===== config.mk =====
export PLATFORM = sky130hd
export DESIGN_NAME = gpmc_burst_bridge
export DESIGN_NICKNAME = d
export VERILOG_FILES = /design/src/rtl/gpmc_burst_bridge.sv
export SDC_FILE = /design/constraint.sdc
export NUM_CORES = 1
export LEC_CHECK = 0
export ABC_AREA = 1
export ABC_CLOCK_PERIOD_IN_PS = 4100
export BUFFER_PORTS_ARGS = -buffer_cell sky130_fd_sc_hd__buf_2
export CORE_MARGIN = 5
export CORE_UTILIZATION = 44
export DETAILED_ROUTE_END_ITERATION = 8
export PLACE_DENSITY = 0.65
export SYNTH_ARGS = -nofsm -noshare
export SYNTH_HDL_FRONTEND = slang
export SYNTH_SLANG_ARGS = --single-unit

===== constraint.sdc =====
create_clock -name clk -period 4.1 [get_ports clk]
set_clock_uncertainty 0.05 [all_clocks]
set_input_delay 0.205 -clock clk [delete_from_list [all_inputs] [get_ports clk]]
set_output_delay 0.205 -clock clk [all_outputs]
set_load 0.005 [all_outputs]

===== src/rtl/gpmc_burst_bridge.sv =====
// GPMC slave bridge: oversamples the GPMC bus in the clk domain and turns each
// bus beat into one-cycle host strobes, with auto-incrementing bursts and read prefetch.
module gpmc_burst_bridge #(
    parameter int ADDR_WIDTH  = 16,
    parameter int DATA_WIDTH  = 16,
    parameter int SYNC_STAGES = 2,
    parameter int RD_LATENCY  = 1,
    parameter int BURST_MAX   = 8,
    parameter int ADDR_INC    = 1
) (
    input  logic                  clk,
    input  logic                  rst_n,
    input  logic                  gpmc_clk,
    input  logic                  gpmc_csn,
    input  logic                  gpmc_advn,
    input  logic                  gpmc_wen,
    input  logic                  gpmc_oen,
    input  logic [15:0]           gpmc_ad_in,
    output logic [15:0]           gpmc_ad_out,
    output logic                  gpmc_ad_oe,
    output logic [ADDR_WIDTH-1:0] host_addr,
    output logic [DATA_WIDTH-1:0] host_wdata,
    output logic                  host_wr_en,
    output logic                  host_rd_en,
    input  logic [DATA_WIDTH-1:0] host_rdata,
    output logic                  proto_err,
    output logic [2:0]            dbg_state
);

    typedef enum logic [2:0] {
        S_IDLE  = 3'd0,
        S_ADDR  = 3'd1,
        S_WRITE = 3'd2,
        S_READ  = 3'd3,
        S_HOLD  = 3'd4
    } state_t;

    localparam int CW = $clog2(BURST_MAX + 1);
    localparam int SW = 21;

    state_t                  state;
    logic [1:0]              rst_pipe;
    logic                    rst_int_n;
    logic [SW-1:0]           sync_q [SYNC_STAGES];
    logic                    clk_s, csn_s, advn_s, wen_s, oen_s;
    logic [15:0]             ad_s;
    logic                    clk_prev, ev, armed, hold_rd, rd_side, last_beat;
    logic [ADDR_WIDTH-1:0]   addr, addr_nx;
    logic [CW-1:0]           count, count_nx;
    logic [RD_LATENCY-1:0]   rd_pipe;
    logic [15:0]             rdata_ext;

    // Reset asserts asynchronously but releases on a clk edge.
    always_ff @(posedge clk or negedge rst_n) begin
        if (!rst_n) rst_pipe <= 2'b00;
        else        rst_pipe <= {rst_pipe[0], 1'b1};
    end
    assign rst_int_n = rst_pipe[1];

    always_ff @(posedge clk or negedge rst_int_n) begin
        if (!rst_int_n) begin
            for (int i = 0; i < SYNC_STAGES; i++) sync_q[i] <= '0;
        end else begin
            sync_q[0] <= {gpmc_clk, gpmc_csn, gpmc_advn, gpmc_wen, gpmc_oen, gpmc_ad_in};
            for (int i = 1; i < SYNC_STAGES; i++) sync_q[i] <= sync_q[i-1];
        end
    end

    assign {clk_s, csn_s, advn_s, wen_s, oen_s, ad_s} = sync_q[SYNC_STAGES-1];

    always_comb begin
        ev        = clk_prev & ~clk_s;
        addr_nx   = addr + ADDR_WIDTH'(ADDR_INC);
        count_nx  = count + CW'(1);
        last_beat = (count_nx == CW'(BURST_MAX));
        rd_side   = (state == S_READ) || ((state == S_HOLD) && hold_rd);
        rdata_ext = '0;
        rdata_ext[DATA_WIDTH-1:0] = host_rdata;
    end

    assign dbg_state = state;

    // Strobes: host_wr_en/host_rd_en are single-cycle, no back-pressure; the host
    // must accept a write on the strobe cycle and return rdata RD_LATENCY clks later.
    always_ff @(posedge clk or negedge rst_int_n) begin
        if (!rst_int_n) begin
            state       <= S_IDLE;
            armed       <= 1'b0;
            hold_rd     <= 1'b0;
            clk_prev    <= 1'b0;
            addr        <= '0;
            count       <= '0;
            rd_pipe     <= '0;
            host_addr   <= '0;
            host_wdata  <= '0;
            host_wr_en  <= 1'b0;
            host_rd_en  <= 1'b0;
            proto_err   <= 1'b0;
            gpmc_ad_out <= '0;
            gpmc_ad_oe  <= 1'b0;
        end else begin
            host_wr_en <= 1'b0;
            host_rd_en <= 1'b0;
            proto_err  <= 1'b0;
            clk_prev   <= clk_s;
            if (csn_s) begin
                // Deselect aborts everything, including reads still in the host pipe.
                state      <= S_IDLE;
                armed      <= 1'b1;
                hold_rd    <= 1'b0;
                count      <= '0;
                rd_pipe    <= '0;
                gpmc_ad_oe <= 1'b0;
            end else begin
                gpmc_ad_oe <= rd_side && advn_s && wen_s && !oen_s;
                rd_pipe[0] <= host_rd_en;
                for (int i = 1; i < RD_LATENCY; i++) rd_pipe[i] <= rd_pipe[i-1];
                if (rd_pipe[RD_LATENCY-1]) gpmc_ad_out <= rdata_ext;

                if (ev && armed && !wen_s && !oen_s) begin
                    proto_err <= 1'b1;
                end else begin
                    case (state)
                        S_IDLE: begin
                            if (ev && armed && !advn_s && wen_s && oen_s) begin
                                addr    <= ad_s[ADDR_WIDTH-1:0];
                                count   <= '0;
                                hold_rd <= 1'b0;
                                state   <= S_ADDR;
                            end
                        end
                        S_ADDR, S_WRITE: begin
                            if (state == S_ADDR && advn_s && wen_s && !oen_s) begin
                                state      <= S_READ;
                                host_rd_en <= 1'b1;
                                host_addr  <= addr;
                            end else if (ev) begin
                                if (!advn_s) begin
                                    if (state == S_ADDR && wen_s && oen_s) addr <= ad_s[ADDR_WIDTH-1:0];
                                    else proto_err <= 1'b1;
                                end else if (!wen_s && oen_s) begin
                                    host_addr  <= addr;
                                    host_wdata <= ad_s[DATA_WIDTH-1:0];
                                    host_wr_en <= 1'b1;
                                    addr       <= addr_nx;
                                    count      <= count_nx;
                                    state      <= last_beat ? S_HOLD : S_WRITE;
                                end
                            end
                        end
                        S_READ: begin
                            if (ev) begin
                                if (!advn_s) begin
                                    proto_err <= 1'b1;
                                end else if (!oen_s) begin
                                    addr  <= addr_nx;
                                    count <= count_nx;
                                    if (last_beat) begin
                                        state   <= S_HOLD;
                                        hold_rd <= 1'b1;
                                    end else begin
                                        host_rd_en <= 1'b1;
                                        host_addr  <= addr_nx;
                                    end
                                end
                            end
                        end
                        S_HOLD: begin
                            if (ev) proto_err <= 1'b1;
                        end
                        default: state <= S_IDLE;
                    endcase
                end
            end
        end
    end

endmodule

==> impl_metrics.tcl, run 1 <==
set metrics [dict create \
    antenna_cells 0 \
    path_clk_slew_ps 50 \
    post-route-period-util 0.624 \
    cts_tree "done" \
    fp-row-count 40 \
    ys.warnings.count 0 \
    grt_pass1_vias 4350 \
    via_count 4404 \
    async_flop_share 1.00 \
    rr_worst_depth 9 \
    status "finished clean" \
    route.met3.wl_um 699 \
    final.fill_count 1058 \
    numCtsBuffers 17 \
    post_dp_cell_area_sq_um 5960 \
    crit_path_end_kind "flop" \
    top_layer "met4" \
    grt_pass1_wl_mm 21.8 \
    htreeDepth 4 \
    place_hpwl_mm 9.24 \
    wl_mm 13.1 \
    worst_pin_slew_ps 867 \
    grt_antenna_before_repair 0 \
    hold_violations 0 \
    timing.final.ws_setup_ps 1540 \
    yosysUniqueCellTypes 35 \
    synth_enable_flop_cells 0 \
    required_ps 4340 \
    routabilityCongestion 0.904 \
    grt_use_total 0.192 \
    place_ws_ps 1560 \
    port_buffers 93 \
    grt_max_degree 51 \
    drv_cap 0 \
    hold_class "in2async" \
    final_nets 778 \
    power_uw 4400 \
    setup_viol 0 \
    synth_area_sq_um 5390 \
    min_period_ps 2560 \
    gr-total-overflow 0 \
    wire_per_inst_um 14.7 \
    syn_nets 642 \
    regToRegSetupSlack_ps 1540 \
    powerDensity_nw_per_um2 640 \
    path_max_fanout 37 \
    core-area_sq_um 12000 \
    vias_per_cell 4.92 \
    cts.sink_count 123 \
    fmax_mhz 391 \
    cts_buffer_depth 2 \
    die_width_um 121 \
    drc 0 \
    clock_tree.root_cell "clkbuf_16" \
    drtIter0Drc 185 \
    arrival_ps 2800 \
    dieArea_sq_um 14600 \
    tns_ps 0 \
    drt_first_pass_iters 4 \
    netlist_instances 600 \
    layout-drive-gt1-share 0.226 \
    ant_nets 0 \
    reg2reg_to "addr[7]" \
    post-route-util 0.572 \
    r2r-start "dbg_state[2]" \
    wl_met2_mm 6.11 \
    wl_met1_mm 6.16 \
    report.final.slew_viol_count 0 \
    maxSlewHeadroom 0.422 \
    criticalPathCategory "reg2reg" \
    ys.flop_type "dfrtp_1" \
    synth_seq_area_share 0.571 \
    initial_utilization 0.449 \
    die-height_um 121 \
    insertion_delay_ps 410 \
    start_kind "flop" \
    ys_seq_elements 123 \
    avgSynthCellArea_sq_um 8.98 \
    ir_drop_mv 0.350 \
    areaGrowthSynthToFinish_pct 27.6 \
    stdcell_area_sq_um 6870 \
    ioPinCount 94 \
    p_leak_uw 0.00355 \
    rsz0062_at_grt "false" \
]
-- cell usage in the layout, fill, tap and decap left out, types with 3 or more instances in the layout --
| master | count |
|---|---|
| xor2_1 | 8 |
| buf_2 | 93 |
| mux2_2 | 16 |
| o21ai_1 | 13 |
| nand2_1 | 193 |
| nor2_1 | 39 |
| clkinv_2 | 4 |
| nand4_1 | 9 |
| o21ai_0 | 34 |
| nor3_1 | 5 |
| nor2_2 | 3 |
| a21oi_1 | 8 |
| inv_2 | 7 |
| inv_1 | 51 |
| dlygate4sd3_1 | 38 |
| o21ai_2 | 7 |
| nand2_2 | 3 |
| ha_1 | 3 |
| clkinvlp_4 | 5 |
| inv_6 | 3 |
| dfrtp_1 | 122 |
| clkbuf_16 | 17 |
| nand3_1 | 44 |
-- logic make-up after synthesis --
family | share of synthesized area
other | 0.000696
DFF | 0.571
xor gates and xnor gates | 0.0146
buffers and inverters | 0.0606
adders and majority gates | 0.00697
muxes | 0.0334
and+or+nand+nor | 0.242
AOI/OAI and AO/OA | 0.0708
-- per-layer routing --
metal  global-route usage  vias up
met5                    0        -
met4               0.0701        0
met3               0.0505       15
met2                0.297      110
met1                0.262     2085
li1                     -     2194
-- flip-flops by register name, indices dropped and copies added, names as in the netlist, 2 cells and up --
name         flops
ad_s            16
addr            16
count            4
dbg_state        3
gpmc_ad_out     16
host_addr       16
host_wdata      16
rst_pipe         2
sync_q          22
-- worst max-delay path, stage by stage (launching register included) --
cell	delay [ps]
dfrtp_1	550
nor2_4	230
nand2_1	210
nand2_1	70
nor2_1	170
nand2_1	90
nor2_2	680
inv_2	200
nand2_1	100
o21ai_0	80
-- final cells by class --
| cell class | instances | area [sq um] | area share |
|---|---|---|---|
| flip-flops and latches | 123 | 3080 | 0.448 |
| multi-input cells | 401 | 1980 | 0.289 |
| repair buffers | 133 | 861 | 0.125 |
| clock buffers | 19 | 443 | 0.0644 |
| inverters | 60 | 228 | 0.0331 |
| well taps | 147 | 184 | 0.0268 |
| clock inverters | 13 | 92.6 | 0.0135 |
-- Yosys cell counts, types with 4 or more instances --
master,n,area share
a21oi_1,8,0.0074
o21ai_2,7,0.011
inv_2,7,0.0049
xor2_1,8,0.013
clkbuf_1,5,0.0035
nor3_1,5,0.0046
o21ai_1,13,0.012
inv_1,51,0.036
mux2_2,16,0.033
nand3_1,44,0.041
nor2_1,39,0.027
dfrtp_1,123,0.57
o21ai_0,34,0.032
nand4_1,9,0.010
nand2_1,193,0.13
buf_4,5,0.0070
buf_2,4,0.0037
-- where the power goes --
part / switching [uW] / internal (uW)
clock network: 551 / 787
logic: 854 / 508
registers: 213 / 1480
total: 1620 / 2780
-- how the worst max path moves through the flow --
stage | slack [ps] | end | startpoint | cells past startpoint
after detailed placement | 1560 | addr[7] | dbg_state[2] | 9
after global routing | 1260 | addr[8] | dbg_state[2] | 9
after CTS | 1530 | addr[7] | dbg_state[2] | 9
final | 1540 | addr[7] | dbg_state[2] | 9
after floorplan | 370 | ad_s[0] | rst_pipe[1] | 0
after global placement | 1660 | addr[7] | dbg_state[2] | 9
-- per-stage QoR --
step / std cells / hold WS, ps
finish: 896 / 51.3
global route: 896 / 72.1
CTS: 896 / 36.1
detailed placement: 826 / -56.8
global placement: 826 / -60.6
floorplan: 600 / -141
-- what timing repair did --
item	4_1_cts	5_1_grt
setup buffers	0	0
endpoints found under the setup margin	0	0
hold endpoints to repair	39	0
resized for setup	0	0
hold buffers	38	0
(Power assumes the default switching activity.)
==> run 2: changes to the inputs <==
Settings changed: ABC_CLOCK_PERIOD_IN_PS 4100 to 2100, PLACE_DENSITY 0.65 to 0.68.
Clock period 4.1 ns to 2.1 ns, I/O delays scaled along.
==> run 2 against run 1 <==
Die area did not move; count of clock-buffer cells in the layout fell by 1; global-route usage rose by 0.80 points; critical path depth rose by 3; routed wire length rose by 4.7%; final area rose by 4.3%; critical path type unchanged; critical endpoint is now addr[12].
==> impl_metrics.tcl, run 2 (synthesis gave the netlist of run 1 again) <==
set metrics [dict create \
    grt_use_total 0.200 \
    post-cts-setup-buffers 0 \
    grt_pass1_vias 4785 \
    required_ps 2350 \
    fp-row-count 40 \
    ioPinCount 94 \
    grt_max_degree 46 \
    areaGrowthSynthToFinish_pct 33.1 \
    fmax_mhz 520 \
    via_count 4577 \
    clock_tree.root_cell "clkbuf_16" \
    ant_nets 0 \
    htreeDepth 4 \
    p_leak_uw 0.00371 \
    route.met3.wl_um 819 \
    path_clk_slew_ps 60 \
    report.final.slew_viol_count 0 \
    top_register "sync_q" \
    cts_buffer_depth 2 \
    core-area_sq_um 12000 \
    whs_ps 277 \
    numCtsBuffers 17 \
    initial_utilization 0.449 \
    crit_path_end_kind "flop" \
    power_uw 9200 \
    largest_reg_flops 22 \
    final.fill_count 1001 \
    arrival_ps 2170 \
    tns_ps 0 \
    gr-total-overflow 0 \
    top_layer "met4" \
    hold_violations 0 \
    hold_start "gpmc_ad_in[12]" \
    powerDensity_nw_per_um2 1280 \
    grt_antenna_before_repair 0 \
    wl_mm 13.8 \
    grt_pass1_wl_mm 23.2 \
    post-route-period-util 0.916 \
    layout.cells.non_filler 916 \
    drc 0 \
    dieArea_sq_um 14600 \
    wire_per_inst_um 15.0 \
    die_width_um 121 \
    hold_class "in2reg" \
    wl_met1_mm 6.15 \
    routabilityCongestion 1.03 \
    port_buffers 93 \
    rsz0062_at_grt "false" \
    post-route-util 0.597 \
    worst_pin_slew_ps 634 \
    antenna_cells 0 \
    cts.sink_count 123 \
    place_hpwl_mm 9.70 \
    wl_met2_mm 6.50 \
    cts_tree "done" \
    criticalPathCategory "reg2reg" \
    final_nets 798 \
    insertion_delay_ps 410 \
    drt_first_pass_iters 5 \
    drv_cap 0 \
    die-height_um 121 \
    crit_start "oen_s" \
    min_period_ps 1920 \
    status "finished clean" \
    r2r-start "oen_s" \
    setup_viol 0 \
    path_max_fanout 14 \
    dp.cells 845 \
    drtIter0Drc 345 \
    final_cell_mix "nand2_1 (192), dfrtp_1 (120), buf_2 (93), inv_1 (51), nand3_1 (44)" \
    vias_per_cell 5.00 \
    layout-drive-gt1-share 0.250 \
    ir_drop_mv 0.643 \
    start_kind "flop" \
    maxSlewHeadroom 0.577 \
    mostFrequentLayoutCell "nand2_1" \
]
-- run 2: cell types whose count changed in the layout (fill, tap and decap cells not counted), sizes merged --
cell	change
bufinv	+3
clkinv	-2
inv	+3
dlygate4sd3	+1
clkbuf	-1
clkinvlp	-3
buf	+19
-- run 2: what timing repair did --
item | CTS | global route
endpoints found under the setup margin | 0 | 14
resized for setup | 0 | 5
hold endpoints to repair | 39 | 0
hold buffers | 39 | 0
-- run 2: final timing paths --
| kind | endpoint | slack, ps | cells past startpoint |
|---|---|---|---|
| min in group asynchronous | gpmc_ad_out[2] | 300 | 0 |
| worst min register to register | gpmc_ad_out[2] | 300 | 0 |
| worst min-delay path | sync_q[33] | 280 | 2 |
| worst max register to register | addr[12] | 180 | 12 |
| worst max-delay path | addr[12] | 180 | 12 |
| max in group asynchronous | addr[2] | 1090 | 1 |
-- run 2: cell type report --
class | instances | area (sq um) | share of cell area
clock buffer | 18 | 439 | 0.0613
clock inverter | 14 | 183 | 0.0255
inverter | 60 | 230 | 0.0321
multi-input combinational | 401 | 1990 | 0.277
sequential | 123 | 3080 | 0.430
tap | 147 | 184 | 0.0257
timing repair buffer | 153 | 1060 | 0.148
-- run 2: layer usage --
| layer | up-vias | GRT usage |
|---|---|---|
| li1 | 2228 | - |
| met2 | 161 | 0.316 |
| met3 | 26 | 0.0496 |
| met4 | 0 | 0.0779 |
| met1 | 2162 | 0.266 |
| met5 | - | 0 |
-- run 2: worst max-delay path, stage by stage (launching register included) --
cell and delay, ps:
dfrtp_1 350, inv_1 80, nand3_1 100, inv_1 70, nand2_1 150, nand2_1 90
nor2_1 190, nand2_1 100, nor2_2 280, buf_12 180, nand3_1 70, nand2_1 60
inv_1 40
-- run 2: power breakdown --
part	switching, uW	internal (uW)
logic	1740	1120
registers	398	2900
clock network	1120	1930
-- run 2: through the flow --
stage          area [sq um]  setup slack, ps
2_1_floorplan          5390              398
3_3_place_gp           6150              235
3_5_place_dp           6150              161
4_1_cts                7160              148
5_1_grt                7170             6.69
6_report               7170              177
==> run 3: changes to the inputs <==
Settings changed: CORE_MARGIN 5 to default.
==> run 3 against run 2 <==
Critical path depth is 2 lower; routed wire length fell by 5.2%; largest power group unchanged; sequential share of layout area is 0.33 points higher; final cell count grew 0.22%; register-to-register slack got worse by 20 ps; first-iteration DRC count decreased by 29%; largest cell class unchanged; sequential cell count is the same; die area is 13% lower; final area is 0.80% lower.
==> impl_metrics.tcl, run 3 (synthesis gave the netlist of run 1 again) <==
set metrics [dict create \
    powerDensity_nw_per_um2 1260 \
    status "finished clean" \
    final_nets 801 \
    routabilityCongestion 0.857 \
    path_clk_slew_ps 60 \
    top_register "sync_q" \
    drv_cap 0 \
    wire_per_inst_um 14.2 \
    grt_antenna_before_repair 0 \
    grt_use_total 0.221 \
    final_cell_mix "nand2_1 (193), dfrtp_1 (121), buf_2 (93), inv_1 (51), nand3_1 (44)" \
    setup_viol 0 \
    gr-total-overflow 0 \
    arrival_ps 2190 \
    crit_slowest_cell "dfrtp_1" \
    wl_mm 13.0 \
    ioPinCount 94 \
    fp-row-count 40 \
    areaGrowthSynthToFinish_pct 32.0 \
    hold_class "reg2async" \
    path_cells "nand3b_2 > nand2_2 > nand2_1 > nand2_4 > inv_4 > buf_4 > nand3_1 > nand3_1 > nand2_1 > inv_1" \
    rr_worst_depth 10 \
    post-route-util 0.595 \
    port_buffers 93 \
    antenna_cells 0 \
    rsz0062_at_grt "false" \
    via_count 4541 \
    path_max_fanout 17 \
    cts.sink_count 123 \
    mostFrequentLayoutCell "nand2_1" \
    layout-drive-gt1-share 0.248 \
    place_hpwl_mm 9.27 \
    reg2reg_to "addr[12]" \
    die_width_um 113 \
    clock_tree.root_cell "clkbuf_16" \
    seqCellArea_sq_um 3080 \
    post_dp_cell_area_sq_um 6100 \
    tns_ps 0 \
    dieArea_sq_um 12700 \
    regToRegSetupSlack_ps 160 \
    drtIter0Drc 245 \
    initial_utilization 0.450 \
    ir_drop_mv 0.563 \
    drt_first_pass_iters 5 \
    fmax_mhz 515 \
    core-area_sq_um 12000 \
    numCtsBuffers 17 \
    drc 0 \
    grt_pass1_wl_mm 21.6 \
    grt_pass1_vias 4423 \
    cts_tree "done" \
    crit_path_end_kind "flop" \
    report.final.slew_viol_count 0 \
    criticalPathCategory "reg2reg" \
    post-route-period-util 0.925 \
    vias_per_cell 4.95 \
    stdcell_area_sq_um 7110 \
    r2r-start "dbg_state[1]" \
    htreeDepth 4 \
    hold_violations 0 \
    cts_buffer_depth 2 \
    ant_nets 0 \
    start_kind "flop" \
    insertion_delay_ps 410 \
    required_ps 2340 \
    largest_reg_flops 22 \
    p_leak_uw 0.00369 \
    dp.cells 843 \
    max_stage_delay_ps 460 \
    final.fill_count 1017 \
    die-height_um 113 \
    min_period_ps 1940 \
    multiInputGateArea_sq_um 1980 \
    layout.cells.non_filler 918 \
    grt_max_degree 57 \
]
==> run 3: how the worst max path moves through the flow <==
stage | from | endpoint
floorplan | dbg_state[2] | host_addr[0]
detailed placement | dbg_state[2] | host_addr[2]
global placement | dbg_state[2] | host_addr[15]
finish | dbg_state[1] | addr[12]
CTS | dbg_state[2] | host_addr[2]
global route | addr[0] | host_addr[10]
==> run 3: repair_timing <==
action,4_1_cts,5_1_grt
endpoints found under the hold margin,39,0
setup buffers,0,5
hold buffers,39,0
resized for setup,0,3
endpoints found under the setup margin,0,16
==> run 3: layer usage <==
layer  global-route usage  wire, um  up-vias
met5                    0         0        -
met3               0.0400       638       21
met1                0.303      6070     2148
met2                0.347      6060      135
met4               0.0942       267        0
li1                     -         -     2237
==> run 3: power breakdown <==
group | internal [uW] | total, uW | switching, uW
logic | 1110 | 2820 | 1720
clock network | 1780 | 2870 | 1080
registers | 2900 | 3300 | 399
total | 5790 | 8990 | 3200
==> run 3: layout make-up <==
type	count	area share
inverters	60	0.0324
clock buffers	19	0.0623
repair buffers	156	0.147
multi-input cells	401	0.279
well taps	147	0.0259
flip-flops and latches	123	0.433
clock inverters	12	0.0197
==> run 3: worst max-delay path, delay by kind of cell, from the launching register on <==
| family | cells | cell delay (ps) |
|---|---|---|
| buf+inv | 3 | 270 |
| flops | 1 | 460 |
| simple gates | 7 | 1060 |
==> run 3: metrics by stage <==
step	setup WS, ps	power, uW	hold WS [ps]
2_1_floorplan	398	5090	-241
3_3_place_gp	194	5940	-159
3_5_place_dp	149	6000	-154
4_1_cts	139	8940	260
5_1_grt	2.73	9570	277
6_report	157	8990	236
